[config.mk]
export PLATFORM = sky130hd
export DESIGN_NAME = mem_deserializer
export DESIGN_NICKNAME = d
export VERILOG_FILES = /design/src/rtl/mem_deserializer_pkg.sv /design/src/rtl/timeout_counter.sv /design/src/rtl/mem_deserializer.sv
export SDC_FILE = /design/constraint.sdc
export NUM_CORES = 1
export LEC_CHECK = 0
export BUFFER_PORTS_ARGS = -buffer_cell sky130_fd_sc_hd__buf_2
export CORE_MARGIN = 8
export CORE_UTILIZATION = 30
export DETAILED_ROUTE_END_ITERATION = 8
export PLACE_DENSITY = 0.47
export RECOVER_POWER = 25
export SLEW_MARGIN = 10
export SYNTH_ARGS = -nofsm -noshare
export SYNTH_HDL_FRONTEND = slang
export SYNTH_SLANG_ARGS = --single-unit
[constraint.sdc]
create_clock -name clk_i -period 3.15 [get_ports clk_i]
set_clock_uncertainty 0.2 [all_clocks]
set_input_delay 0.315 -clock clk_i [delete_from_list [all_inputs] [get_ports clk_i]]
set_output_delay 0.315 -clock clk_i [all_outputs]
set_load 0.02 [all_outputs]
[src/rtl/mem_deserializer_pkg.sv]
`default_nettype none
// ============================================================================
//  Module      : mem_deserializer_pkg
//  Description : Constants shared by the config-memory serializer and
//                deserializer: frame geometry defaults, slave address,
//                inter-byte timeout default and the SYNC/COLLECT encoding.
//  Revision    : 1.0 - initial release
// ============================================================================
package mem_deserializer_pkg;

    localparam int unsigned C_MEM_WIDTH      = 24;
    localparam int unsigned C_DATA_WIDTH     = 8;
    localparam int unsigned C_WORD_NUMBER    = 326;
    localparam logic [7:0]  C_SLAVE_ADDR     = 8'hE8;
    localparam int unsigned C_TIMEOUT_CYCLES = 1_000_000;

    // Frame tracking: waiting for a header byte, or inside a frame.
    typedef enum logic [0:0] {
        ST_SYNC    = 1'b0,
        ST_COLLECT = 1'b1
    } state_t;

    // Counter width for a range of n values, never narrower than one bit.
    function automatic int unsigned width_min1(input int unsigned n);
        return (n > 1) ? $clog2(n) : 1;
    endfunction

endpackage : mem_deserializer_pkg
`default_nettype wire

[src/rtl/timeout_counter.sv]
`default_nettype none
// ============================================================================
//  Module      : timeout_counter
//  Description : Idle-cycle counter with synchronous clear and enable.
//                tc_o is a single-cycle combinational terminal-count flag
//                raised on the cycle the count sits at TIMEOUT_CYCLES-1 while
//                enabled; the count restarts from zero on that edge.
//                TIMEOUT_CYCLES = 0 disables tc_o entirely.
//  Revision    : 1.0 - initial release
// ============================================================================
module timeout_counter
    import mem_deserializer_pkg::*;
#(
    parameter int unsigned TIMEOUT_CYCLES = C_TIMEOUT_CYCLES
) (
    input  logic clk_i,
    input  logic arst_i,
    input  logic clear_i,
    input  logic enable_i,
    output logic tc_o
);

    localparam int unsigned    CNT_W    = width_min1(TIMEOUT_CYCLES);
    localparam logic [CNT_W-1:0] TERMINAL = CNT_W'(TIMEOUT_CYCLES - 1);
    localparam logic           ENABLED  = (TIMEOUT_CYCLES != 0);

    logic [CNT_W-1:0] count_q;
    logic [CNT_W-1:0] count_d;

    assign tc_o = ENABLED && enable_i && !clear_i && (count_q == TERMINAL);

    // Next count: clear wins, otherwise count up and restart after terminal.
    always_comb begin
        count_d = count_q;
        if (clear_i) begin
            count_d = '0;
        end else if (enable_i) begin
            count_d = (count_q == TERMINAL) ? '0 : count_q + CNT_W'(1);
        end
    end

    // Count register.
    always_ff @(posedge clk_i or posedge arst_i) begin
        if (arst_i) begin
            count_q <= '0;
        end else begin
            count_q <= count_d;
        end
    end

endmodule : timeout_counter
`default_nettype wire

[src/rtl/mem_deserializer.sv]
`default_nettype none
// ============================================================================
//  Module      : mem_deserializer
//  Description : Receives a byte stream framed as one slave-address byte
//                followed by WORD_NUMBER groups of {addr_hi, addr_lo, data},
//                reassembles each group into a MEM_WIDTH word and writes it to
//                the readback RAM. A frame stalled for TIMEOUT_CYCLES clocks
//                between bytes is abandoned and the receiver resynchronises.
//  Revision    : 1.0 - initial release
// ============================================================================
module mem_deserializer
    import mem_deserializer_pkg::*;
#(
    parameter int unsigned            MEM_WIDTH      = C_MEM_WIDTH,
    parameter int unsigned            DATA_WIDTH     = C_DATA_WIDTH,
    parameter int unsigned            WORD_NUMBER    = C_WORD_NUMBER,
    parameter logic [DATA_WIDTH-1:0]  SLAVE_ADDR     = DATA_WIDTH'(C_SLAVE_ADDR),
    parameter int unsigned            TIMEOUT_CYCLES = C_TIMEOUT_CYCLES
) (
    input  logic                           clk_i,
    input  logic                           arst_i,
    input  logic                           valid_i,
    input  logic [DATA_WIDTH-1:0]          data_i,
    output logic                           ack_o,
    output logic                           wr_en_o,
    output logic [$clog2(WORD_NUMBER)-1:0] wr_index_o,
    output logic [MEM_WIDTH-1:0]           wr_data_o,
    output logic                           done_o,
    output logic                           addr_err_o,
    output logic                           timeout_o,
    output logic                           busy_o
);

    localparam int unsigned      IDX_W     = $clog2(WORD_NUMBER);
    localparam int unsigned      BPW       = MEM_WIDTH / DATA_WIDTH;
    localparam int unsigned      BC_W      = width_min1(BPW);
    localparam logic [BC_W-1:0]  BC_RELOAD = BC_W'(BPW - 1);
    localparam logic [IDX_W-1:0] LAST_IDX  = IDX_W'(WORD_NUMBER - 1);

    state_t               state_q,    state_d;
    logic                 ack_q,      ack_d;
    logic                 wr_en_q,    wr_en_d;
    logic                 done_q,     done_d;
    logic                 addr_err_q, addr_err_d;
    logic                 timeout_q,  timeout_d;
    logic [IDX_W-1:0]     wr_index_q, wr_index_d;
    logic [MEM_WIDTH-1:0] wr_data_q,  wr_data_d;
    logic [IDX_W-1:0]     idx_q,      idx_d;
    logic [BC_W-1:0]      bcnt_q,     bcnt_d;
    logic [MEM_WIDTH-1:0] shreg_q,    shreg_d;

    logic                 accept;
    logic                 in_collect;
    logic                 tmo_tc;
    logic [MEM_WIDTH-1:0] shreg_shifted;

    // A byte is taken only when not already acknowledging the previous one,
    // which forces at least two clocks between consecutive bytes.
    assign accept        = valid_i && !ack_q;
    assign in_collect    = (state_q == ST_COLLECT);
    assign shreg_shifted = {shreg_q[MEM_WIDTH-DATA_WIDTH-1:0], data_i};

    // Inter-byte idle counter; only runs inside a frame.
    timeout_counter #(
        .TIMEOUT_CYCLES (TIMEOUT_CYCLES)
    ) u_timeout (
        .clk_i    (clk_i),
        .arst_i   (arst_i),
        .clear_i  (!in_collect || accept),
        .enable_i (in_collect),
        .tc_o     (tmo_tc)
    );

    // Frame FSM next-state, word assembly and registered output pulses.
    always_comb begin
        state_d    = state_q;
        ack_d      = accept;
        wr_en_d    = 1'b0;
        done_d     = 1'b0;
        addr_err_d = 1'b0;
        timeout_d  = 1'b0;
        wr_index_d = wr_index_q;
        wr_data_d  = wr_data_q;
        idx_d      = idx_q;
        bcnt_d     = bcnt_q;
        shreg_d    = shreg_q;

        case (state_q)
            ST_SYNC: begin
                if (accept) begin
                    if (data_i == SLAVE_ADDR) begin
                        state_d = ST_COLLECT;
                        bcnt_d  = BC_RELOAD;
                        shreg_d = '0;
                    end else begin
                        addr_err_d = 1'b1;
                    end
                end
            end

            ST_COLLECT: begin
                if (accept) begin
                    // A byte on the terminal-count edge wins over the timeout.
                    shreg_d = shreg_shifted;
                    if (bcnt_q == '0) begin
                        wr_en_d    = 1'b1;
                        wr_data_d  = shreg_shifted;
                        wr_index_d = idx_q;
                        bcnt_d     = BC_RELOAD;
                        if (idx_q == LAST_IDX) begin
                            done_d  = 1'b1;
                            idx_d   = '0;
                            state_d = ST_SYNC;
                        end else begin
                            idx_d = idx_q + IDX_W'(1);
                        end
                    end else begin
                        bcnt_d = bcnt_q - BC_W'(1);
                    end
                end else if (tmo_tc) begin
                    // Abandon the frame: drop the partial word, restart indexing.
                    timeout_d = 1'b1;
                    shreg_d   = '0;
                    bcnt_d    = BC_RELOAD;
                    idx_d     = '0;
                    state_d   = ST_SYNC;
                end
            end

            default: begin
                state_d = ST_SYNC;
            end
        endcase
    end

    // State and output registers; reset discards any partial frame.
    always_ff @(posedge clk_i or posedge arst_i) begin
        if (arst_i) begin
            state_q    <= ST_SYNC;
            ack_q      <= 1'b0;
            wr_en_q    <= 1'b0;
            done_q     <= 1'b0;
            addr_err_q <= 1'b0;
            timeout_q  <= 1'b0;
            wr_index_q <= '0;
            wr_data_q  <= '0;
            idx_q      <= '0;
            bcnt_q     <= BC_RELOAD;
            shreg_q    <= '0;
        end else begin
            state_q    <= state_d;
            ack_q      <= ack_d;
            wr_en_q    <= wr_en_d;
            done_q     <= done_d;
            addr_err_q <= addr_err_d;
            timeout_q  <= timeout_d;
            wr_index_q <= wr_index_d;
            wr_data_q  <= wr_data_d;
            idx_q      <= idx_d;
            bcnt_q     <= bcnt_d;
            shreg_q    <= shreg_d;
        end
    end

    assign ack_o      = ack_q;
    assign wr_en_o    = wr_en_q;
    assign wr_index_o = wr_index_q;
    assign wr_data_o  = wr_data_q;
    assign done_o     = done_q;
    assign addr_err_o = addr_err_q;
    assign timeout_o  = timeout_q;
    assign busy_o     = in_collect;

endmodule : mem_deserializer
`default_nettype wire

==> impl_metrics.ini <==
[place]
place.gp.congestion = 0.7662
dp_hpwl_um = 6379
port_buffers = 49

[critical_path]
critPathMaxFanout = 16
r2r_start = u_timeout.count_q[0]$_DFFE_PP0P_
cp_slowest_cell = dlygate4sd3_1
reg2reg_depth = 7
crit_start = data_i[5]
rr_endpoint = u_timeout.count_q[17]$_DFFE_PP0P_
cp-start-kind = primary input
critPathTopFamily = buffers and inverters
crit_path_end_kind = register
critPathKind = primary input to register
cp_cell_sequence = dlygate4sd3_1 > buf_2 > nand4b_1 > nor4_2 > a21oi_1 > buf_4 > a221o_1
worst-path-buf-inv = 3
path_depth = 7
worstPathRequired_ns = 3.17
r2r_setup_slack_ns = 0.96
cp_slowest_stage_delay_ns = 0.52
arrival_ns = 2.23
endpoint = shreg_q[8]$_DFFE_PP0P_

[power]
p_leak_nw = 2.095
ir_drop_v = 0.0002536
power_density_nw_per_um2 = 522.4
p_total_w = 0.002418

[yosys]
synth_cell_type_count = 44
seq_area_frac_synth = 0.5497
synth_nets = 402
synth_area_sq_um = 3918
ys_seq_elements = 86
yosys_warnings = 0
netlist_instances = 386
avgSynthCellArea_sq_um = 10.15

[detailed_routing]
via_per_inst = 4.890
routedWlPerCell_um = 15.60
firstDrtPassIters = 4
ant_nets = 0
drc = 0
wl_um = 9515
vias = 2983
first_iter_violations = 180

[final_layout]
n_antenna_cell = 0
nNetsFinal = 449
nFillCells = 1337
drive_above_1_share = 0.09589
area_growth_pct = 18.17

[cts]
clock_sinks = 86
cts_root_buffer = clkbuf_16
h-tree-depth = 3
ctsResizeCount = 0
clk_pin_slew_ns = 0.07
cts_buffers = 9
cts_buffer_depth = 2
worstSkewPairLatency_ns = 0.34
cts_tree = yes

[grt]
overflow = 0
grt_max_degree = 48
grt_pass1_vias = 2975
grt_pass1_wl_um = 15680
track_usage = 0.1180
antenna_found_initial = 0

[sta]
rsz0062_at_grt = false
max_freq_mhz = 451.3
min_period_ns = 2.216
worst_pin_slew_ns = 0.8501
report.final.slew_viol_count = 0
finalCritPeriodShare = 0.7034
setup_violations = 0
slew_headroom = 0.4326
hold_viol_final = 0
setup_tns_ns = 0

[hold_path]
holdCritPathClass = primary input to register

[floorplan]
die_y_um = 130.3
ios = 50
dieArea_sq_um = 16970
core_sq_um = 12670
std_cell_rows = 41
initial_core_util = 0.3092
die_w_um = 130.3

[flow_run]
cap_violations = 0

[status]
outcome = complete, no violations
synthesized netlist by cell type (all sizes together):
| cell type | n | area share |
|---|---|---|
| nand4b | 2 | 0.0045 |
| a31oi | 6 | 0.0096 |
| a221o | 16 | 0.041 |
| o31ai | 2 | 0.0038 |
| ha | 5 | 0.016 |
| nand4 | 9 | 0.020 |
| dfrtp | 85 | 0.54 |
| and4bb | 3 | 0.0096 |
| and2 | 3 | 0.0048 |
| and4 | 4 | 0.0089 |
| nand2b | 4 | 0.0064 |
| dfstp | 1 | 0.0067 |
| nor2 | 14 | 0.013 |
| and3 | 6 | 0.0096 |
| clkinv | 1 | 0.00096 |
| buf | 11 | 0.017 |
| nand3 | 7 | 0.0089 |
| nor4 | 2 | 0.0086 |
| inv | 8 | 0.0077 |
| nor3 | 2 | 0.0026 |
| o21ai | 9 | 0.012 |
| xnor2 | 2 | 0.0045 |
| xor2 | 9 | 0.020 |
| a21o | 1 | 0.0019 |
| a21oi | 15 | 0.019 |
| or3 | 5 | 0.0080 |
| o21a | 1 | 0.0019 |
| mux2i | 2 | 0.0051 |
| nor4bb | 2 | 0.0051 |
| clkbuf | 11 | 0.011 |
| o211a | 17 | 0.043 |
| a41oi | 3 | 0.0067 |
| or4 | 2 | 0.0038 |
| nand2 | 112 | 0.11 |
| o211ai | 4 | 0.0077 |
worst reg2reg max path, delay by kind of cell (launching register included):
| kind | cells | cell delay, ns |
|---|---|---|
| DFF | 1 | 0.38 |
| and+or+nand+nor | 2 | 0.48 |
| buffers and inverters | 2 | 0.44 |
| AOI/OAI and AO/OA | 2 | 0.34 |
| adders and majority gates | 1 | 0.22 |
through the flow:
| stage | hold WS [ns] | cells | utilization | worst slack, ns | cell area [sq um] |
|---|---|---|---|---|---|
| detailed placement | 0.2576 | 592 | 0.3424 | 0.9392 | 4338 |
| finish | 0.01053 | 610 | 0.3654 | 0.9343 | 4629 |
| CTS | 0.004193 | 610 | 0.3692 | 0.9198 | 4678 |
| global route | 0.03206 | 610 | 0.3654 | 0.7815 | 4629 |
| floorplan | 0.2204 | 386 | - | 0.4148 | 3918 |
| global placement | 0.2545 | 592 | 0.3424 | 0.9692 | 4338 |
worst min path at each step:
| stage | startpoint | endpoint | depth (start not counted) |
|---|---|---|---|
| final | data_i[7] | wr_data_o[7]$_DFFE_PP0P_ | 3 |
| after global routing | data_i[2] | wr_data_o[2]$_DFFE_PP0P_ | 3 |
| after CTS | data_i[7] | wr_data_o[7]$_DFFE_PP0P_ | 3 |
| after detailed placement | wr_data_o[12]$_DFFE_PP0P_ | wr_data_o[12]$_DFFE_PP0P_ | 2 |
| after global placement | wr_data_o[7]$_DFFE_PP0P_ | wr_data_o[7]$_DFFE_PP0P_ | 2 |
| after floorplan | data_i[0] | wr_data_o[0]$_DFFE_PP0P_ | 2 |
power by group:
part | total [W] | switching, W | internal (W)
sequential | 0.00115 | 0.0000197 | 0.00113
combinational | 0.000129 | 0.0000823 | 0.0000468
clock | 0.00114 | 0.000447 | 0.000697
state kept, by name (all words and copies together) (netlist names), 2 cells and up:
signal,count
u_timeout.count_q,20
wr_index_o,9
idx_q,9
bcnt_q,2
shreg_q,16
wr_data_o,24
layout by cell type, fill, tap and decap left out, types with 7 or more instances in the layout:
| cell | instances |
|---|---|
| xor2_1 | 9 |
| nand3_1 | 7 |
| o21ai_0 | 8 |
| nand4_1 | 7 |
| clkbuf_1 | 39 |
| nor2_1 | 14 |
| dfrtp_1 | 85 |
| nand2_1 | 112 |
| a21oi_1 | 15 |
| clkbuf_16 | 9 |
| inv_1 | 7 |
| o211a_1 | 17 |
| a221o_1 | 16 |
| buf_2 | 10 |
cell type report:
| class | count | area (sq um) | area share |
|---|---|---|---|
| Multi-Input combinational cell | 269 | 1624 | 0.3508 |
| Sequential cell | 86 | 2153 | 0.4651 |
| Clock inverter | 7 | 95.09 | 0.02054 |
| Inverter | 9 | 35.03 | 0.007568 |
| Timing Repair Buffer | 58 | 281.5 | 0.06081 |
| Tap cell | 172 | 215.2 | 0.04649 |
| Clock buffer | 9 | 225.2 | 0.04865 |
layer usage:
metal | GRT usage | wire, um | part of all wire | up-vias
li1 | - | - | - | 1459
met1 | 0.1619 | 4833 | 0.51 | 1466
met2 | 0.1746 | 4163 | 0.44 | 51
met3 | 0.03182 | 409 | 0.043 | 7
met4 | 0.04098 | 109 | 0.011 | 0
met5 | 0 | 0 | 0 | -
cells by family (layout without fill, tap and decap cells):
logic type	Yosys count	after routing	synth area share
and+or+nand+nor	177	177	0.2213
DFF	86	86	0.5497
AOI/OAI and AO/OA	74	74	0.1476
buffers and inverters	31	83	0.03577
xor gates and xnor gates	11	11	0.02459
adders and majority gates	5	5	0.01597
muxes	2	2	0.005110
timing repair:
action,4_1_cts,5_1_grt
endpoints found under the hold margin,46,0
setup buffers,0,0
hold buffers,2,0
Power figures use the tool's default switching activity.
